===== src/rtl/apb_master_pkg.sv =====
// Shared types and default widths for the APB3 requester.
package apb_master_pkg;

    typedef enum logic [1:0] {
        IDLE   = 2'd0,
        SETUP  = 2'd1,
        ACCESS = 2'd2,
        RESP   = 2'd3
    } state_t;

    localparam int APB_ADDR_WIDTH_DEF = 12;
    localparam int APB_DATA_WIDTH_DEF = 32;
    localparam int TIMEOUT_CYCLES_DEF = 16;

endpackage


===== src/rtl/apb_master_if.sv =====
// Command/response handshake plus APB3 bus signals of the requester.
// Both handshakes are strict valid/ready: a beat transfers on a rising edge
// where valid and ready are both high; valid, once raised, holds with its payload until then.
interface apb_master_if #(
    parameter int APB_ADDR_WIDTH = apb_master_pkg::APB_ADDR_WIDTH_DEF,
    parameter int APB_DATA_WIDTH = apb_master_pkg::APB_DATA_WIDTH_DEF
);
    logic                      i_req_valid;
    logic                      o_req_ready;
    logic                      i_req_write;
    logic [APB_ADDR_WIDTH-1:0] i_req_addr;
    logic [APB_DATA_WIDTH-1:0] i_req_wdata;

    logic                      o_rsp_valid;
    logic                      i_rsp_ready;
    logic [APB_DATA_WIDTH-1:0] o_rsp_rdata;
    logic                      o_rsp_err;
    logic                      o_rsp_timeout;

    logic [APB_ADDR_WIDTH-1:0] o_PADDR;
    logic [APB_DATA_WIDTH-1:0] o_PWDATA;
    logic                      o_PWRITE;
    logic                      o_PSEL;
    logic                      o_PENABLE;
    logic [APB_DATA_WIDTH-1:0] i_PRDATA;
    logic                      i_PREADY;
    logic                      i_PSLVERR;

    modport master (
        input  i_req_valid, i_req_write, i_req_addr, i_req_wdata, i_rsp_ready,
               i_PRDATA, i_PREADY, i_PSLVERR,
        output o_req_ready, o_rsp_valid, o_rsp_rdata, o_rsp_err, o_rsp_timeout,
               o_PADDR, o_PWDATA, o_PWRITE, o_PSEL, o_PENABLE
    );

    modport slave (
        output i_req_valid, i_req_write, i_req_addr, i_req_wdata, i_rsp_ready,
               i_PRDATA, i_PREADY, i_PSLVERR,
        input  o_req_ready, o_rsp_valid, o_rsp_rdata, o_rsp_err, o_rsp_timeout,
               o_PADDR, o_PWDATA, o_PWRITE, o_PSEL, o_PENABLE
    );

endinterface


===== src/rtl/apb_master_timeout.sv =====
// ACCESS-phase wait counter; expired flags the last permitted stalled cycle.
module apb_master_timeout #(
    parameter int TIMEOUT_CYCLES = 16
) (
    input  logic HCLK,
    input  logic HRESETn,
    input  logic clear,
    input  logic enable,
    output logic expired
);
    localparam int CW = (TIMEOUT_CYCLES > 2) ? $clog2(TIMEOUT_CYCLES) : 1;

    logic [CW-1:0] count;

    always_ff @(posedge HCLK) begin
        if (!HRESETn) begin
            count <= '0;
        end else if (clear) begin
            count <= '0;
        end else if (enable && !expired) begin
            count <= count + 1'b1;
        end
    end

    assign expired = (count == CW'(TIMEOUT_CYCLES - 1));

endmodule


===== src/rtl/apb_master.sv =====
// APB3 requester: one outstanding single-word transfer, IDLE/SETUP/ACCESS/RESP.
// Stalled-transfer abort is built only when APB_MASTER_TIMEOUT_EN is defined.
module apb_master
    import apb_master_pkg::*;
#(
    parameter int APB_ADDR_WIDTH = APB_ADDR_WIDTH_DEF,
    parameter int APB_DATA_WIDTH = APB_DATA_WIDTH_DEF,
    parameter int TIMEOUT_CYCLES = TIMEOUT_CYCLES_DEF
) (
    input  logic          HCLK,
    input  logic          HRESETn,
    apb_master_if.master  bus,
    output state_t        dbg_state
);
    state_t state;
    logic   abort;

`ifdef APB_MASTER_TIMEOUT_EN
    logic wait_clear;
    logic wait_en;
    logic wait_expired;

    // Counter restarts during SETUP so the first ACCESS cycle sees zero.
    assign wait_clear = (state == SETUP);
    assign wait_en    = (state == ACCESS) && !bus.i_PREADY;

    apb_master_timeout #(
        .TIMEOUT_CYCLES (TIMEOUT_CYCLES)
    ) u_timeout (
        .HCLK    (HCLK),
        .HRESETn (HRESETn),
        .clear   (wait_clear),
        .enable  (wait_en),
        .expired (wait_expired)
    );

    assign abort = wait_en && wait_expired;
`else
    logic unused_timeout_cfg;
    assign unused_timeout_cfg = (TIMEOUT_CYCLES < 2);
    assign abort = 1'b0;
`endif

    always_ff @(posedge HCLK) begin
        if (!HRESETn) begin
            state             <= IDLE;
            bus.o_req_ready   <= 1'b1;
            bus.o_PSEL        <= 1'b0;
            bus.o_PENABLE     <= 1'b0;
            bus.o_PWRITE      <= 1'b0;
            bus.o_PADDR       <= {APB_ADDR_WIDTH{1'b0}};
            bus.o_PWDATA      <= {APB_DATA_WIDTH{1'b0}};
            bus.o_rsp_valid   <= 1'b0;
            bus.o_rsp_rdata   <= {APB_DATA_WIDTH{1'b0}};
            bus.o_rsp_err     <= 1'b0;
            bus.o_rsp_timeout <= 1'b0;
        end else begin
            case (state)
                IDLE: begin
                    if (bus.i_req_valid) begin
                        bus.o_PADDR     <= bus.i_req_addr;
                        bus.o_PWRITE    <= bus.i_req_write;
                        bus.o_PWDATA    <= bus.i_req_write ? bus.i_req_wdata
                                                           : {APB_DATA_WIDTH{1'b0}};
                        bus.o_PSEL      <= 1'b1;
                        bus.o_req_ready <= 1'b0;
                        state           <= SETUP;
                    end
                end
                SETUP: begin
                    bus.o_PENABLE <= 1'b1;
                    state         <= ACCESS;
                end
                ACCESS: begin
                    // Normal completion takes priority over an abort in the same cycle.
                    if (bus.i_PREADY) begin
                        bus.o_rsp_rdata   <= bus.o_PWRITE ? {APB_DATA_WIDTH{1'b0}} : bus.i_PRDATA;
                        bus.o_rsp_err     <= bus.i_PSLVERR;
                        bus.o_rsp_timeout <= 1'b0;
                        bus.o_PSEL        <= 1'b0;
                        bus.o_PENABLE     <= 1'b0;
                        bus.o_rsp_valid   <= 1'b1;
                        state             <= RESP;
                    end else if (abort) begin
                        bus.o_rsp_rdata   <= {APB_DATA_WIDTH{1'b0}};
                        bus.o_rsp_err     <= 1'b1;
                        bus.o_rsp_timeout <= 1'b1;
                        bus.o_PSEL        <= 1'b0;
                        bus.o_PENABLE     <= 1'b0;
                        bus.o_rsp_valid   <= 1'b1;
                        state             <= RESP;
                    end
                end
                RESP: begin
                    if (bus.i_rsp_ready) begin
                        bus.o_rsp_valid <= 1'b0;
                        bus.o_req_ready <= 1'b1;
                        state           <= IDLE;
                    end
                end
                default: state <= IDLE;
            endcase
        end
    end

    assign dbg_state = state;

endmodule

===== src/flat_wrapper.sv =====
// flat-port wrapper written by rule: the top's interface ports become plain ports
module apb_master_flat import apb_master_pkg::*;
#(
    parameter int APB_ADDR_WIDTH = APB_ADDR_WIDTH_DEF,
    parameter int APB_DATA_WIDTH = APB_DATA_WIDTH_DEF,
    parameter int TIMEOUT_CYCLES = TIMEOUT_CYCLES_DEF
)
  (HCLK, HRESETn, dbg_state, bus_i_req_valid, bus_i_req_write, bus_i_req_addr, bus_i_req_wdata, bus_i_rsp_ready, bus_i_PRDATA, bus_i_PREADY, bus_i_PSLVERR, bus_o_req_ready, bus_o_rsp_valid, bus_o_rsp_rdata, bus_o_rsp_err, bus_o_rsp_timeout, bus_o_PADDR, bus_o_PWDATA, bus_o_PWRITE, bus_o_PSEL, bus_o_PENABLE);
  apb_master_if #(.APB_ADDR_WIDTH(APB_ADDR_WIDTH), .APB_DATA_WIDTH(APB_DATA_WIDTH)) bus_i ();
  input  logic HCLK;
  input  logic HRESETn;
  output state_t dbg_state;
  input wire logic [$bits(bus_i.i_req_valid)-1:0] bus_i_req_valid;
  input wire logic [$bits(bus_i.i_req_write)-1:0] bus_i_req_write;
  input wire logic [$bits(bus_i.i_req_addr)-1:0] bus_i_req_addr;
  input wire logic [$bits(bus_i.i_req_wdata)-1:0] bus_i_req_wdata;
  input wire logic [$bits(bus_i.i_rsp_ready)-1:0] bus_i_rsp_ready;
  input wire logic [$bits(bus_i.i_PRDATA)-1:0] bus_i_PRDATA;
  input wire logic [$bits(bus_i.i_PREADY)-1:0] bus_i_PREADY;
  input wire logic [$bits(bus_i.i_PSLVERR)-1:0] bus_i_PSLVERR;
  output wire logic [$bits(bus_i.o_req_ready)-1:0] bus_o_req_ready;
  output wire logic [$bits(bus_i.o_rsp_valid)-1:0] bus_o_rsp_valid;
  output wire logic [$bits(bus_i.o_rsp_rdata)-1:0] bus_o_rsp_rdata;
  output wire logic [$bits(bus_i.o_rsp_err)-1:0] bus_o_rsp_err;
  output wire logic [$bits(bus_i.o_rsp_timeout)-1:0] bus_o_rsp_timeout;
  output wire logic [$bits(bus_i.o_PADDR)-1:0] bus_o_PADDR;
  output wire logic [$bits(bus_i.o_PWDATA)-1:0] bus_o_PWDATA;
  output wire logic [$bits(bus_i.o_PWRITE)-1:0] bus_o_PWRITE;
  output wire logic [$bits(bus_i.o_PSEL)-1:0] bus_o_PSEL;
  output wire logic [$bits(bus_i.o_PENABLE)-1:0] bus_o_PENABLE;
  assign bus_i.i_req_valid = bus_i_req_valid;
  assign bus_i.i_req_write = bus_i_req_write;
  assign bus_i.i_req_addr = bus_i_req_addr;
  assign bus_i.i_req_wdata = bus_i_req_wdata;
  assign bus_i.i_rsp_ready = bus_i_rsp_ready;
  assign bus_i.i_PRDATA = bus_i_PRDATA;
  assign bus_i.i_PREADY = bus_i_PREADY;
  assign bus_i.i_PSLVERR = bus_i_PSLVERR;
  assign bus_o_req_ready = bus_i.o_req_ready;
  assign bus_o_rsp_valid = bus_i.o_rsp_valid;
  assign bus_o_rsp_rdata = bus_i.o_rsp_rdata;
  assign bus_o_rsp_err = bus_i.o_rsp_err;
  assign bus_o_rsp_timeout = bus_i.o_rsp_timeout;
  assign bus_o_PADDR = bus_i.o_PADDR;
  assign bus_o_PWDATA = bus_i.o_PWDATA;
  assign bus_o_PWRITE = bus_i.o_PWRITE;
  assign bus_o_PSEL = bus_i.o_PSEL;
  assign bus_o_PENABLE = bus_i.o_PENABLE;
  apb_master #(.APB_ADDR_WIDTH(APB_ADDR_WIDTH), .APB_DATA_WIDTH(APB_DATA_WIDTH), .TIMEOUT_CYCLES(TIMEOUT_CYCLES)) u_core (.HCLK(HCLK), .HRESETn(HRESETn), .bus(bus_i), .dbg_state(dbg_state));
endmodule

===== config.mk =====
export PLATFORM = sky130hd
export DESIGN_NAME = apb_master_flat
export DESIGN_NICKNAME = d
export VERILOG_FILES = /design/src/rtl/apb_master_pkg.sv /design/src/rtl/apb_master_if.sv /design/src/rtl/apb_master_timeout.sv /design/src/rtl/apb_master.sv /design/src/flat_wrapper.sv
export SDC_FILE = /design/constraint.sdc
export NUM_CORES = 1
export LEC_CHECK = 0
export ABC_AREA = 1
export ABC_CLOCK_PERIOD_IN_PS = 4500
export CORE_MARGIN = 2
export CORE_UTILIZATION = 66
export DETAILED_ROUTE_END_ITERATION = 10
export DONT_BUFFER_PORTS = 1
export GPL_ROUTABILITY_DRIVEN = 0
export HOLD_SLACK_MARGIN = 0.12
export PLACE_DENSITY = 0.79
export SLEW_MARGIN = 20
export SYNTH_ARGS = -nofsm -noshare
export SYNTH_HDL_FRONTEND = slang
export SYNTH_HIERARCHICAL = 1
export SYNTH_SLANG_ARGS = --single-unit
export TNS_END_PERCENT = 30

===== constraint.sdc =====
create_clock -name HCLK -period 4.5 [get_ports HCLK]
set_clock_uncertainty 0.15 [all_clocks]
set_input_delay 0.9 -clock HCLK [delete_from_list [all_inputs] [get_ports HCLK]]
set_output_delay 0.9 -clock HCLK [all_outputs]
set_load 0.005 [all_outputs]

==> metrics.md, run 1 <==
| Metric | Value |
|---|---|
| Final Hold Fails | `0` |
| P_leak | `0.00124 uW` |
| Synth-to-layout area growth | `4.31%` |
| Hold EP | `u_core/bus.o_PWDATA[18]` |
| Grt total ovfl | `0` |
| Top Ports | `168` |
| Vias in the first global route | `2282` |
| Clock period minus worst slack | `2.41 ns` |
| Routed vias | `2579` |
| Setup TNS | `0 ns` |
| Synth Register Bits | `84` |
| Hold Crit Class | `flip-flop to flip-flop` |
| PwrDens | `593 nW/um^2` |
| Starting Density | `67.9%` |
| Antenna violations before repair | `0` |
| Layout cells sized above 1 | `5.10%` |
| CP required | `4.58 ns` |
| R2R Setup Slk | `2.09 ns` |
| Max Freq | `415 MHz` |
| Clock buffer depth | `2` |
| Nets@finish | `478` |
| CTS Hold Bufs | `0` |
| CP Data Arrival Time | `2.49 ns` |
| RSZ-0062 raised after global routing | `no` |
| Post-synthesis sequential area ratio | `53.2%` |
| Gate count of the mapped netlist | `403` |
| Synth Warn # | `6` |
| Pwr Total | `1960 uW` |
| Pins Over Slew Limit | `0` |
| Critical R2R Launch | `u_core/dbg_state[0]` |
| Global-route wire length before repair | `10500 um` |
| Worst skew pair latency | `0.33 ns` |
| Max cap viols | `0` |
| Antenna cells | `0` |
| Core Footprint | `4660 sq um` |
| CTS HTree Levels | `3` |
| Num CTS Buffers | `9` |
| Initial DRC count | `199` |
| Hold path startpoint | `u_core/bus.o_PWDATA[18]` |
| Site Rows | `25` |
| Measured slew at the worst slew-check pin | `1.05 ns` |
| Die width | `73.2 um` |
| Setup Viol. Count Final | `0` |
| Wire per inst | `15.8 um` |
| IO buf count | `0` |
| VDD IR max | `303 uV` |
| Drt first pass iters | `4` |
| Hpwl dp | `4710 um` |
| # fillers | `407` |
| Slew margin rel. | `29.9%` |
| Crit. End Element | `flip-flop` |
| Reg2Reg Depth | `6` |
| Max FO, Critical Path | `34` |
| Clk root buf | `clkbuf_8` |
| FF-to-FF End | `u_core/bus.o_rsp_rdata[3]` |
| Synthesized area | `3160 sq um` |
| Largest net degree at the start of global routing | `64` |
| # DRC | `0` |
| Syn nets | `493` |
| Hold Path Cell Cnt | `2` |
| Avg Vias per Cell | `5.78` |
| CTS tree | `yes` |
| Distinct cells, synth | `21` |
| Clock Pin Slew Worst Setup and Hold Paths | `0.08 ns` |
| WL final | `7040 um` |
| Overall routing resource usage | `25.4%` |
| Startpoint types | `flip-flop` |
| Setup Crit Path Kind | `flip-flop to flip-flop` |
| Status | `completed` |
| Die area | `5360 sq um` |
| Chip Height | `73.2 um` |
| Antenna viol nets, final | `0` |
| Post-cts gate resize count | `0` |
| Clock tree sinks | `84` |
| Post-CTS Setup Bufs | `0` |
| Final period utilization | `53.6%` |
| Syn_area_per_cell | `7.85 sq um` |
how the worst max path moves through the flow:
stage / startpoint / cells after the start / end
after global placement: bus_i_PREADY / 4 / u_core/bus.o_rsp_rdata[30]
after detailed placement: bus_i_PREADY / 4 / u_core/bus.o_rsp_rdata[14]
after global routing: u_core/dbg_state[0] / 6 / u_core/bus.o_rsp_rdata[24]
after floorplan: bus_i_PREADY / 4 / u_core/bus.o_rsp_rdata[0]
final: u_core/dbg_state[0] / 6 / u_core/bus.o_rsp_rdata[3]
after CTS: u_core/dbg_state[0] / 6 / u_core/bus.o_rsp_rdata[3]
state kept, by name, summed over array words and instances (netlist names):
| signal | count |
|---|---|
| u_core/bus.o_PWRITE | 1 |
| u_core/bus.o_rsp_rdata | 32 |
| u_core/bus.o_PADDR | 12 |
| u_core/bus.o_PSEL | 1 |
| u_core/bus.o_PENABLE | 1 |
| u_core/bus.o_rsp_err | 1 |
| u_core/bus.o_rsp_valid | 1 |
| u_core/bus.o_PWDATA | 32 |
| u_core/bus.o_req_ready | 1 |
| u_core/dbg_state | 2 |
where the power goes:
group / switching, uW / leakage (uW) / total, uW / internal (uW)
combinational: 303 / 0.000451 / 441 / 139
sequential: 99.1 / 0.000684 / 962 / 863
clock: 247 / 0.000102 / 555 / 308
total: 649 / 0.00124 / 1960 / 1310
kinds of logic (layout without fill, tap and decap cells):
kind of cell | count (synthesis) | in the layout | synth area share, %
buffers and inverters | 38 | 27 | 5.74
adder cells (fa/ha/maj) | 7 | 7 | 2.77
AND/OR/NAND/NOR | 189 | 189 | 24.8
flip-flops | 84 | 84 | 53.2
AO/OA/AOI/OAI | 84 | 84 | 13.4
other | 1 | 1 | 0.119
layout make-up:
class | instances | area [sq um] | share of cell area (%)
Inverter | 12 | 45.0 | 1.37
Multi-Input combinational cell | 281 | 1300 | 39.4
Tap cell | 54 | 67.6 | 2.05
Sequential cell | 84 | 1680 | 51.0
Clock inverter | 5 | 77.6 | 2.35
Clock buffer | 10 | 128 | 3.87
cells in the mapped netlist:
cell type / instances / area, sq um
or2_2: 1 / 6.26
buf_4: 2 / 15.0
nor2_8: 1 / 20.0
buf_1: 1 / 3.75
nand2_1: 114 / 428
nand2_2: 1 / 6.26
buf_6: 3 / 33.8
o21a_1: 1 / 7.51
conb_1: 1 / 3.75
clkbuf_1: 13 / 48.8
o21ai_0: 16 / 80.1
nor2_1: 35 / 131
a21boi_0: 1 / 7.51
buf_2: 7 / 35.0
inv_1: 10 / 37.5
ha_1: 7 / 87.6
nand3_1: 36 / 180
nand2_4: 1 / 11.3
inv_2: 2 / 7.51
dfxtp_1: 84 / 1680
a21oi_1: 66 / 330
metrics by stage:
| step | hold WS, ns | instance area [sq um] | util, % | cells | worst slack, ns |
|---|---|---|---|---|---|
| finish | 0.336 | 3300 | 70.8 | 446 | 2.09 |
| global route | 0.359 | 3300 | 70.8 | 446 | 1.91 |
| CTS | 0.338 | 3300 | 70.8 | 446 | 2.11 |
| detailed placement | 0.326 | 3090 | 66.4 | 431 | 2.09 |
| global placement | 0.323 | 3090 | 66.4 | 431 | 2.13 |
| floorplan | 0.301 | 3160 | - | 403 | 2.82 |
layout by cell type, fill, tap and decap left out:
cell type	n
ha_1	7
o21a_1	1
o21ai_0	16
clkbuf_8	9
nand2_4	1
inv_1	10
nand2_1	114
nor2_8	1
nand2_2	1
nand3_1	36
bufinv_16	2
dfxtp_1	84
clkbuf_1	1
conb_1	1
or2_2	1
a21oi_1	66
clkinv_2	2
nor2_1	35
clkinvlp_4	1
a21boi_0	1
inv_2	2
worst max-delay path, stage by stage, from the launching register on:
cell and delay (ns):
dfxtp_1 0.45, inv_1 0.15, ha_1 0.28, nand2_2 0.49, inv_2 0.42, o21ai_0 0.29, nor2_1 0.06
per-layer routing:
layer  wire, um  track usage (%)  share of wire, %
met5          0                0                 0
met4        199             13.4               2.8
met3        896             14.6                13
met2       3350             39.8                48
met1       2590             27.0                37
(Power assumes the default switching activity.)
==> run 2: changes to the inputs <==
ABC_CLOCK_PERIOD_IN_PS = 2500   (was 4500)
CORE_UTILIZATION = 62   (was 66)
PLACE_DENSITY = 0.75   (was 0.79)
clock period = 2.5 ns   (was 4.5 ns; I/O delays follow)
==> metrics.md, run 2 (synthesized netlist as in run 1, its figures left out) <==
| Metric | Value |
|---|---|
| WL final | `7470 um (was 7040 um)` |
| Chip Height | `75.4 um (was 73.2 um)` |
| Synth-to-layout area growth | `7.40% (was 4.31%)` |
| Starting Density | `65.7% (was 67.9%)` |
| Most common cell after layout, fill and taps aside | `nand2_1 (unchanged)` |
| P_leak | `0.00128 uW (was 0.00124 uW)` |
| Pwr Total | `3700 uW (was 1960 uW)` |
| RSZ-0062 raised after global routing | `no (unchanged)` |
| FF/Latch Area | `1680 sq um (unchanged)` |
| Vias in the first global route | `2278 (was 2282)` |
| Setup TNS | `0 ns (unchanged)` |
| CTS tree | `yes (unchanged)` |
| Top Layer Used | `met4 (unchanged)` |
| FF-to-FF End | `u_core/bus.o_PWRITE (was u_core/bus.o_rsp_rdata[3])` |
| Initial DRC count | `134 (was 199)` |
| Finished Cell Area | `3400 sq um (was 3300 sq um)` |
| Crit-path most repeated cell | `inv_1` |
| Final core utilization | `70.5% (was 70.8%)` |
| Final period utilization | `76.8% (was 53.6%)` |
| Startpoint types | `flip-flop (unchanged)` |
| Post-CTS Setup Bufs | `0 (unchanged)` |
| R2R Setup Slk | `0.58 ns (was 2.09 ns)` |
| Met3 WL post-DR | `766 um (was 896 um)` |
| Hold Crit Class | `primary input to flip-flop (was flip-flop to flip-flop)` |
| WL met2 | `3720 um (was 3350 um)` |
| Antenna violations before repair | `0 (unchanged)` |
| Global-route wire length before repair | `10800 um (was 10500 um)` |
| Critical R2R Launch | `u_core/dbg_state[0] (unchanged)` |
| Reg2Reg Depth | `6 (unchanged)` |
| Setup Crit Path Kind | `flip-flop to flip-flop (unchanged)` |
| Largest net degree at the start of global routing | `34 (was 64)` |
| Die width | `75.4 um (was 73.2 um)` |
| Wire per inst | `16.1 um (was 15.8 um)` |
| Nets@finish | `484 (was 478)` |
| Avg Vias per Cell | `5.50 (was 5.78)` |
| Max Freq | `521 MHz (was 415 MHz)` |
| Measured slew at the worst slew-check pin | `0.558 ns (was 1.05 ns)` |
| Post-cts gate resize count | `0 (unchanged)` |
| # fillers | `422 (was 407)` |
| Clock period minus worst slack | `1.92 ns (was 2.41 ns)` |
| Max cap viols | `0 (unchanged)` |
| Most frequent cells in the layout | `nand2_1, dfxtp_1, a21oi_1, nand3_1, nor2_1 (unchanged)` |
| Placed Instance Area | `3150 sq um (was 3090 sq um)` |
| Antenna viol nets, final | `0 (unchanged)` |
| End of the critical path | `u_core/bus.o_PWRITE (was u_core/bus.o_rsp_rdata[3])` |
| Setup Viol. Count Final | `0 (unchanged)` |
| Pins Over Slew Limit | `0 (unchanged)` |
| Antenna cells | `0 (unchanged)` |
| Grt total ovfl | `0 (unchanged)` |
| Status | `completed (unchanged)` |
| Max FO, Critical Path | `28 (was 34)` |
| Worst skew pair latency | `0.34 ns (was 0.33 ns)` |
| Routed vias | `2558 (was 2579)` |
| Drt first pass iters | `4 (unchanged)` |
| Final Hold Fails | `0 (unchanged)` |
| Clock tree sinks | `84 (unchanged)` |
| Largest regs | `u_core/bus.o_PWDATA x32, u_core/bus.o_rsp_rdata x32, u_core/bus.o_PADDR x12 (unchanged)` |
| CP max stage cell | `inv_1 (was nand2_2)` |
| CP required | `2.59 ns (was 4.58 ns)` |
| Top Ports | `168 (unchanged)` |
| CTS HTree Levels | `3 (unchanged)` |
| CTS Hold Bufs | `1 (was 0)` |
| Cell Chain, Critical Path | `inv_1 -> ha_1 -> nand2_4 -> inv_1 -> nor2_1 -> o21a_1 (was inv_1 -> ha_1 -> nand2_2 -> inv_2 -> o21ai_0 -> nor2_1)` |
| Crit. End Element | `flip-flop (unchanged)` |
| IO buf count | `0 (unchanged)` |
| Num CTS Buffers | `9 (unchanged)` |
| Die area | `5690 sq um (was 5360 sq um)` |
| Worst path max stage delay | `0.37 ns (was 0.49 ns)` |
| Hpwl dp | `5150 um (was 4710 um)` |
| # DRC | `0 (unchanged)` |
| Metal-1 WL | `2810 um (was 2590 um)` |
| Clock Pin Slew Worst Setup and Hold Paths | `0.08 ns (about the same)` |
| CP Data Arrival Time | `2.01 ns (was 2.49 ns)` |
| Core Footprint | `4820 sq um (was 4660 sq um)` |
| VDD IR max | `875 uV (was 303 uV)` |
| Worst Setup SP | `u_core/dbg_state[0] (unchanged)` |
| Overall routing resource usage | `25.3% (was 25.4%)` |
| Clk root buf | `clkbuf_8 (unchanged)` |
| Clock buffer depth | `2 (unchanged)` |
| PwrDens | `1090 nW/um^2 (was 593 nW/um^2)` |
| Site Rows | `25 (unchanged)` |
| Slew margin rel. | `62.7% (was 29.9%)` |
| Layout cells sized above 1 | `6.28% (was 5.10%)` |
| Area of the multi-input gates | `1300 sq um (unchanged)` |
-- run 2: how the worst min path moves through the flow --
stage,start,to,slack [ns],depth (start not counted)
after floorplan,u_core/bus.o_req_ready,u_core/bus.o_req_ready,0.30,2
after global placement,u_core/bus.o_req_ready,u_core/bus.o_req_ready,0.32,2
after detailed placement,u_core/bus.o_req_ready,u_core/bus.o_req_ready,0.33,2
after CTS,HRESETn,u_core/bus.o_PADDR[9],0.12,2
after global routing,HRESETn,u_core/bus.o_PWRITE,0.13,1
final,HRESETn,u_core/bus.o_PWRITE,0.13,1
-- run 2: critical path, delay by kind of cell (launching register included) --
| family | cells | cell delay, ns |
|---|---|---|
| flip-flops | 1 | 0.36 |
| AO/OA/AOI/OAI | 1 | 0.18 |
| buffers and inverters | 2 | 0.53 |
| AND/OR/NAND/NOR | 2 | 0.32 |
| adder cells (fa/ha/maj) | 1 | 0.27 |
-- run 2: per-layer routing --
layer	GRT usage, %	vias to the layer above
li1	-	1284
met1	29.0	1151
met3	9.13	14
met2	41.8	109
met4	12.5	0
met5	0	-
-- run 2: power breakdown --
group / switching (uW) / internal, uW
Clock: 459 / 686
Sequential: 180 / 1550
Combinational: 551 / 267
-- run 2: layout make-up --
class                      count  area share [%]
clock buffer                  11            4.16
timing repair buffer           6            1.40
sequential                    84            49.5
tap                           67            2.47
multi-input combinational    281            38.3
inverter                      12            1.33
clock inverter                 4            2.87
-- run 2: through the flow --
stage / hold WS [ns] / instances / worst slack (ns)
final: 0.132 / 465 / 0.579
after global routing: 0.126 / 465 / 0.408
after CTS: 0.124 / 465 / 0.571
after detailed placement: 0.325 / 449 / 0.588
after global placement: 0.317 / 449 / 0.672
after floorplan: 0.301 / 403 / 0.956
==> run 3: changes to the inputs <==
ABC_CLOCK_PERIOD_IN_PS = 1900   (was 2500)
clock period = 1.9 ns   (was 2.5 ns; I/O delays follow)
==> metrics.md, run 3 (synthesized netlist as in run 1, its figures left out) <==
| Metric | Value |
|---|---|
| Status | `completed (unchanged)` |
| Antenna viol nets, final | `0 (unchanged)` |
| Pins Over Slew Limit | `0 (unchanged)` |
| Placed Instance Area | `3210 sq um (was 3150 sq um)` |
| Antenna cells | `0 (unchanged)` |
| Pwr Total | `4980 uW (was 3700 uW)` |
| Most common cell after layout, fill and taps aside | `nand2_1 (unchanged)` |
| Num CTS Buffers | `9 (unchanged)` |
| Clock period minus worst slack | `1.86 ns (was 1.92 ns)` |
| Core Footprint | `4820 sq um (unchanged)` |
| Setup Viol. Count Final | `0 (unchanged)` |
| Starting Density | `65.7% (unchanged)` |
| CTS tree | `yes (unchanged)` |
| Worst skew pair latency | `0.34 ns (about the same)` |
| Avg Vias per Cell | `5.60 (was 5.50)` |
| Most frequent cells in the layout | `nand2_1, dfxtp_1, dlygate4sd3_1, a21oi_1, nand3_1 (was nand2_1, dfxtp_1, a21oi_1, nand3_1, nor2_1)` |
| Die area | `5690 sq um (unchanged)` |
| Chip Height | `75.4 um (unchanged)` |
| Hold Crit Class | `primary input to flip-flop (unchanged)` |
| Vias in the first global route | `2961 (was 2278)` |
| Overall routing resource usage | `32.8% (was 25.3%)` |
| Clock Pin Slew Worst Setup and Hold Paths | `0.08 ns (about the same)` |
| Site Rows | `25 (unchanged)` |
| Die width | `75.4 um (unchanged)` |
| Nets@finish | `569 (was 484)` |
| Antenna violations before repair | `0 (unchanged)` |
| Final Hold Fails | `0 (unchanged)` |
| Crit. End Element | `flip-flop (unchanged)` |
| Largest regs | `u_core/bus.o_PWDATA x32, u_core/bus.o_rsp_rdata x32, u_core/bus.o_PADDR x12 (unchanged)` |
| VDD IR max | `885 uV (was 875 uV)` |
| PwrDens | `1180 nW/um^2 (was 1090 nW/um^2)` |
| Global-route wire length before repair | `14000 um (was 10800 um)` |
| CTS HTree Levels | `3 (unchanged)` |
| Placed cell count | `452 (was 449)` |
| Combinational share of power | `29.2% (was 22.1%)` |
| Worst Setup SP | `u_core/dbg_state[0] (unchanged)` |
| Wire per inst | `17.9 um (was 16.1 um)` |
| Final Non-Filler Cells | `549 (was 465)` |
| Clk root buf | `clkbuf_8 (unchanged)` |
| CP required | `2.02 ns (was 2.59 ns)` |
| Drt first pass iters | `5 (was 4)` |
| Finished Cell Area | `4230 sq um (was 3400 sq um)` |
| WL final | `9840 um (was 7470 um)` |
| Clock tree sinks | `84 (unchanged)` |
| Grt total ovfl | `0 (unchanged)` |
| # DRC | `0 (unchanged)` |
| Layout cells sized above 1 | `7.26% (was 6.28%)` |
| Final period utilization | `97.8% (was 76.8%)` |
| # fillers | `254 (was 422)` |
| Share of power burned in registers | `45.8% (was 46.9%)` |
| Routed vias | `3072 (was 2558)` |
| Slew margin rel. | `56.3% (was 62.7%)` |
| Sw Pwr | `1700 uW (was 1190 uW)` |
| Critical R2R Launch | `u_core/dbg_state[0] (unchanged)` |
| Max FO, Critical Path | `15 (was 28)` |
| Hpwl dp | `5260 um (was 5150 um)` |
| R2R Setup Slk | `0.04 ns (was 0.58 ns)` |
| Max Freq | `538 MHz (was 521 MHz)` |
| Startpoint types | `flip-flop (unchanged)` |
| Measured slew at the worst slew-check pin | `0.653 ns (was 0.558 ns)` |
| Hold path startpoint | `bus_i_rsp_ready (was HRESETn)` |
| Clock group share of total power | `25.0% (was 31.0%)` |
| IO buf count | `0 (unchanged)` |
| Setup Crit Path Kind | `flip-flop to flip-flop (unchanged)` |
| Top Ports | `168 (unchanged)` |
| CP Data Arrival Time | `1.98 ns (was 2.01 ns)` |
| P_leak | `0.00163 uW (was 0.00128 uW)` |
| Sw Ratio | `34.2% (was 32.2%)` |
| Synth-to-layout area growth | `33.6% (was 7.40%)` |
| Max cap viols | `0 (unchanged)` |
| Largest net degree at the start of global routing | `42 (was 34)` |
| Power Internal | `3270 uW (was 2500 uW)` |
| Initial DRC count | `201 (was 134)` |
| Clock buffer depth | `2 (unchanged)` |
[run 3: final timing paths]
kind | cells past startpoint | end
max | 8 | u_core/bus.o_PWDATA[27]
min | 4 | u_core/bus.o_rsp_valid
max reg2reg | 8 | u_core/bus.o_PWDATA[27]
min reg2reg | 2 | u_core/bus.o_PWDATA[10]
[run 3: power by group through the flow]
stage,clock network [uW],registers (uW),logic [uW]
2_1_floorplan,0,2250,936
3_3_place_gp,0,2300,1120
3_5_place_dp,0,2310,1170
4_1_cts,1250,2270,1310
5_1_grt,1320,2320,1590
6_report,1240,2280,1450
[run 3: final cells by class]
| class | count | area [sq um] | share of cell area, % |
|---|---|---|---|
| flip-flops and latches | 84 | 1680 | 39.8 |
| multi-input cells | 281 | 1310 | 30.9 |
| repair buffers | 91 | 920 | 21.8 |
| clock buffers | 12 | 155 | 3.67 |
| well taps | 67 | 83.8 | 1.98 |
| inverters | 12 | 45.0 | 1.07 |
| clock inverters | 2 | 35.0 | 0.829 |
[run 3: timing repair]
action	CTS	global route
buffers inserted	0	5
gates resized for setup	0	4
endpoints found under the hold margin	84	0
hold buffers	78	0
setup endpoints to repair	0	28
[run 3: stage by stage]
step | util (%) | worst slack [ns] | hold WS (ns) | TNS (ns)
floorplan | - | 0.356 | 0.301 | 0
global placement | 66.6 | 0.193 | 0.317 | 0
detailed placement | 66.6 | 0.132 | 0.321 | 0
CTS | 86.8 | 0.0852 | 0.174 | 0
global route | 87.7 | -0.0164 | 0.214 | -0.0190
finish | 87.7 | 0.0418 | 0.179 | 0
[run 3: metal layers]
layer / global-route usage [%] / up-vias / share of wire [%]
li1: - / 1448 / -
met1: 36.9 / 1436 / 36
met2: 56.9 / 167 / 51
met3: 10.2 / 21 / 10
met4: 15.0 / 0 / 2.2
met5: 0 / - / 0
[run 3: worst max-delay path, cell delays in order (launching register included)]
cell	delay (ns)
dfxtp_1	0.33
inv_1	0.17
ha_2	0.28
nand2_4	0.15
nor2_8	0.20
buf_4	0.19
buf_4	0.11
nand2_1	0.05
a21oi_1	0.15
